`src/rtl/fetch_unit_pkg.sv`:
```
// Shared definitions for the program-counter / instruction-fetch block.
// Holds the state encoding, the halt opcode and the branch-target table.
package fetch_unit_pkg;

    localparam int unsigned PC_W       = 10;
    localparam int unsigned LUT_IDX_W  = 3;
    localparam int unsigned LUT_DEPTH  = 1 << LUT_IDX_W;
    localparam int unsigned INSTR_W    = 9;
    localparam int unsigned CNT_W      = 32;
    localparam int unsigned BR_IDX_MSB = 5;
    localparam int unsigned BR_IDX_LSB = 3;

    localparam logic [INSTR_W-1:0] HALT_INSTR = 9'h1FF;

    typedef enum logic [1:0] {
        ST_IDLE   = 2'd0,
        ST_RUN    = 2'd1,
        ST_HALTED = 2'd2
    } fetch_state_e;

    // Absolute branch targets; entry 0 is the leftmost element.
    localparam logic [0:LUT_DEPTH-1][PC_W-1:0] BR_TARGETS = {
        10'd0, 10'd12, 10'd37, 10'd64, 10'd101, 10'd150, 10'd200, 10'd511
    };

    function automatic logic [PC_W-1:0] pc_next_seq(input logic [PC_W-1:0] pc);
        return pc + PC_W'(1);
    endfunction

endpackage

```
`src/rtl/fetch_unit_branch_lut.sv`:
```
// Combinational branch-target lookup: instruction index field -> absolute PC.
// Kept separate so a program can be retargeted without touching fetch_unit.
module branch_lut
    import fetch_unit_pkg::*;
(
    input  logic [LUT_IDX_W-1:0] idx,
    output logic [PC_W-1:0]      target
);

    assign target = BR_TARGETS[idx];

endmodule

```
`src/rtl/fetch_unit.sv`:
```
// Program counter and run/halt sequencing for the instruction fetch path.
// Optional executed-cycle counter enabled by defining FETCH_CYCLE_CNT_EN.
module fetch_unit
    import fetch_unit_pkg::*;
(
    input  logic               CLK,
    input  logic               RESET_N,
    input  logic               START,
    input  logic               STALL,
    input  logic               BRANCH_EN,
    input  logic [INSTR_W-1:0] INSTRUCTION,
    output logic [PC_W-1:0]    PC,
    output logic               FETCH_VALID,
    output logic               DONE,
    output logic [CNT_W-1:0]   CYCLE_CNT
);

    fetch_state_e    state_q, state_d;
    logic [PC_W-1:0] pc_q, pc_d;
    logic            done_q, done_d;
    logic [PC_W-1:0] br_target;

    branch_lut u_branch_lut (
        .idx    (INSTRUCTION[BR_IDX_MSB:BR_IDX_LSB]),
        .target (br_target)
    );

    always_ff @(posedge CLK or negedge RESET_N) begin
        if (!RESET_N) begin
            state_q <= ST_IDLE;
            pc_q    <= '0;
            done_q  <= 1'b0;
        end else begin
            state_q <= state_d;
            pc_q    <= pc_d;
            done_q  <= done_d;
        end
    end

    // Priority inside RUN: stall, then halt, then branch, then sequential.
    always_comb begin
        state_d = state_q;
        pc_d    = pc_q;
        done_d  = done_q;
        unique case (state_q)
            ST_IDLE, ST_HALTED: begin
                if (START) begin
                    state_d = ST_RUN;
                    pc_d    = '0;
                    done_d  = 1'b0;
                end
            end
            ST_RUN: begin
                if (!STALL) begin
                    if (INSTRUCTION == HALT_INSTR) begin
                        state_d = ST_HALTED;
                        done_d  = 1'b1;
                    end else if (BRANCH_EN) begin
                        pc_d = br_target;
                    end else begin
                        pc_d = pc_next_seq(pc_q);
                    end
                end
            end
            default: begin
                state_d = ST_IDLE;
                pc_d    = '0;
                done_d  = 1'b0;
            end
        endcase
    end

    assign PC          = pc_q;
    assign DONE        = done_q;
    assign FETCH_VALID = (state_q == ST_RUN) && !STALL;

`ifdef FETCH_CYCLE_CNT_EN
    logic [CNT_W-1:0] cnt_q, cnt_d;

    always_ff @(posedge CLK or negedge RESET_N) begin
        if (!RESET_N) begin
            cnt_q <= '0;
        end else begin
            cnt_q <= cnt_d;
        end
    end

    // Counts every RUN cycle (stalled ones too), saturating; cleared on START accept.
    always_comb begin
        cnt_d = cnt_q;
        if (state_q == ST_RUN) begin
            if (cnt_q != {CNT_W{1'b1}}) begin
                cnt_d = cnt_q + CNT_W'(1);
            end
        end else if (START) begin
            cnt_d = '0;
        end
    end

    assign CYCLE_CNT = cnt_q;
`else
    assign CYCLE_CNT = '0;
`endif

endmodule

```
`config.mk`:
```
export PLATFORM = sky130hd
export DESIGN_NAME = fetch_unit
export DESIGN_NICKNAME = d
export VERILOG_FILES = /design/src/rtl/fetch_unit_pkg.sv /design/src/rtl/fetch_unit_branch_lut.sv /design/src/rtl/fetch_unit.sv
export SDC_FILE = /design/constraint.sdc
export NUM_CORES = 1
export LEC_CHECK = 0
export ABC_AREA = 1
export CAP_MARGIN = 20
export CORE_UTILIZATION = 45
export CTS_BUF_LIST = sky130_fd_sc_hd__clkbuf_8
export DETAILED_ROUTE_END_ITERATION = 10
export PLACE_DENSITY = 0.87
export SYNTH_ARGS = -nofsm -noshare
export SYNTH_HDL_FRONTEND = slang
export SYNTH_SLANG_ARGS = --single-unit
```
`constraint.sdc`:
```
create_clock -name CLK -period 2.1 [get_ports CLK]
set_input_delay 0.525 -clock CLK [delete_from_list [all_inputs] [get_ports CLK]]
set_output_delay 0.525 -clock CLK [all_outputs]
set_load 0.1 [all_outputs]
```
==> flow_summary.toml <==
[worst_setup_path]
worst-setup-path-type = "flip-flop to output pin"
crit_chain = "nor2_4 > inv_2 > nor2_4 > buf_12"
crit_fanout = 6
critPathSlowestCell = "dfrtp_2"
worst-endpoint-arrival_ps = 1330
crit_buf_inv = 2
critPathRequiredTime_ps = 1570
endpoint_kind = "output pin"
crit_family = "flip-flops"
slowest_delay_ps = 450
worstSetupStartpointType = "flip-flop"
crit_top_cell = "nor2_4"

[cells_and_area]
n_antenna_cell = 0
drive_gt1_share_pct = 14.5
instances_no_fill = 237
areaGrowthSynthToFinish_pct = 27.6
fillers = 234
regArea_um2 = 302
fin_area_um2 = 1540
fin_nets = 228
post-route-util_pct = 61.7
multiInputGateArea_um2 = 707

[sta]
fin_setup_tns_ps = 0
rsz0062_at_grt = "no"
skew_ps = 1.25
fin_crit_sh_pct = 88.1
hold_viol = 0
tightestPinTransition_ps = 574
setup_viol = 0
max_freq_mhz = 540
final.min_clock_period_ps = 1850
drv_slew = 0
relSlewSlack_pct = 61.6

[clocking]
numCtsBuffers = 3
cts_sinks = 12
h-tree-depth = 1
postCtsSetupRepairBufs = 0
clk_latency_ps = 250
ctsHoldBuffers = 0
cts_buffer_depth = 2
post_cts_resized = 0
cts-root-buf = "clkbuf_8"
cts_tree = "done"
clkTransAtPathRegs_ps = 50

[power]
p_per_area_nw_per_um2 = 1600
ir_drop_mv = 1.29
leakagePower_uw = 0.000786

[global_routing]
grt_max_degree = 14
antenna_found_initial = 0
grt_pass1_vias = 869
grt_pass1_wl_um = 3790
grt_overflow = 0
grt_use_total_pct = 18.5

[synth]
synth_cells = 176
yosys_warnings = 0
yosys_register_bits = 12
synth_cell_types = 25
syn_area_um2 = 1210
syn_avg_cell_area_um2 = 6.87
seq_area_frac_synth_pct = 24.8

[floorplanning]
initial_core_util_pct = 48.3
dieArea_um2 = 2900
core-area_um2 = 2500
fp-row-count = 18
fp.dieH_um = 53.8
io_pins = 58
die_x_um = 53.8

[place]
placed_cell_area_um2 = 1500
hpwlAfterDp_um = 1790
placed_cells = 233
io_buffers = 25
globalplace.congestion = 0.842

[routing]
vias = 1098
firstDrtPassIters = 4
final_antenna_net_count = 0
drtIter0Drc = 26
drc = 0
post_drt_wl_per_cell_um = 9.62
vias_per_cell = 4.63
finalWirelength_um = 2280

[flow_run]
cap_violations = 0

[status]
status = "completed"

[hold_path]
hp-class = "flip-flop to flip-flop"
[report_power, final]
part	switching, uW	internal, uW
logic	1260	500
clock network	92.3	129
registers	170	327
[final cells by class]
type | instances | share of cell area, %
clock inverter | 1 | 0.243
inverter | 18 | 4.46
multi-input combinational | 143 | 45.8
sequential | 12 | 19.5
tap | 30 | 2.43
timing repair buffer | 30 | 24.8
clock buffer | 3 | 2.68
[cells by family after synthesis]
| logic type | Yosys count | share of synthesized area (%) |
|---|---|---|
| adder cells (fa/ha/maj) | 6 | 6.21 |
| buffers and inverters | 52 | 26.9 |
| XOR/XNOR | 1 | 0.725 |
| flip-flops | 12 | 24.8 |
| AO/OA/AOI/OAI | 19 | 9.21 |
| other | 1 | 0.310 |
| AND/OR/NAND/NOR | 85 | 31.8 |
[cells in the mapped netlist]
master | n | area [um2]
o21ai_4 | 1 | 16.3
dfrtp_1 | 12 | 300
nand3_1 | 13 | 65.1
conb_1 | 1 | 3.75
clkinv_1 | 1 | 3.75
o21ai_1 | 1 | 5.00
nand2_1 | 48 | 180
buf_6 | 1 | 11.3
clkinv_2 | 1 | 5.00
o21bai_1 | 1 | 7.51
nand3_4 | 1 | 17.5
buf_2 | 1 | 5.00
nand3b_1 | 2 | 15.0
inv_1 | 14 | 52.6
o211ai_1 | 1 | 7.51
nor2_4 | 2 | 22.5
ha_1 | 6 | 75.1
buf_4 | 32 | 240
nor2_1 | 14 | 52.6
inv_2 | 2 | 7.51
a21oi_1 | 5 | 25.0
o21ai_0 | 10 | 50.1
xor2_1 | 1 | 8.76
nand2_2 | 1 | 6.26
nand4_1 | 4 | 25.0
[state kept, by name, indices dropped and copies added (netlist names)]
name / flops
PC: 10
DONE: 1
state_q: 1
[path summary, 6_finish.rpt]
path / startpoint / to / slack (ps) / cells after the start
worst max-delay path: DONE / FETCH_VALID / 250 / 4
worst min-delay path: state_q[0] / state_q[0] / 550 / 1
worst max register to register: PC[0] / PC[6] / 560 / 8
worst min register to register: state_q[0] / state_q[0] / 550 / 1
max in group asynchronous: RESET_N / DONE / 1040 / 1
min in group asynchronous: RESET_N / PC[3] / 650 / 1
[metal layers]
metal | wire length (um) | vias up | GRT usage, %
li1 | - | 557 | -
met3 | 129 | 5 | 2.54
met2 | 1080 | 50 | 29.8
met5 | 0 | - | 0
met4 | 68 | 0 | 10.5
met1 | 998 | 486 | 23.3
[through the flow]
step	setup slack (ps)	hold WS [ps]	power, uW
after floorplan	51.8	229	1780
final	249	546	2480
after CTS	242	541	2480
after global routing	186	560	2600
after global placement	164	521	2230
after detailed placement	128	527	2250
[cells in the final DEF (no fill, tap or decap), types with 2 or more instances in the layout]
cell,synthesis,final
a21oi_1,5,5
buf_12,0,10
buf_4,32,7
clkbuf_8,0,3
clkdlybuf4s50_1,0,13
conb_1,1,32
dfrtp_1,12,11
ha_1,6,6
inv_1,14,15
inv_2,2,2
nand2_1,48,48
nand3_1,13,13
nand3b_1,2,2
nand4_1,4,4
nor2_1,14,13
nor2_4,2,3
o21ai_0,10,10
(Power assumes the default switching activity.)
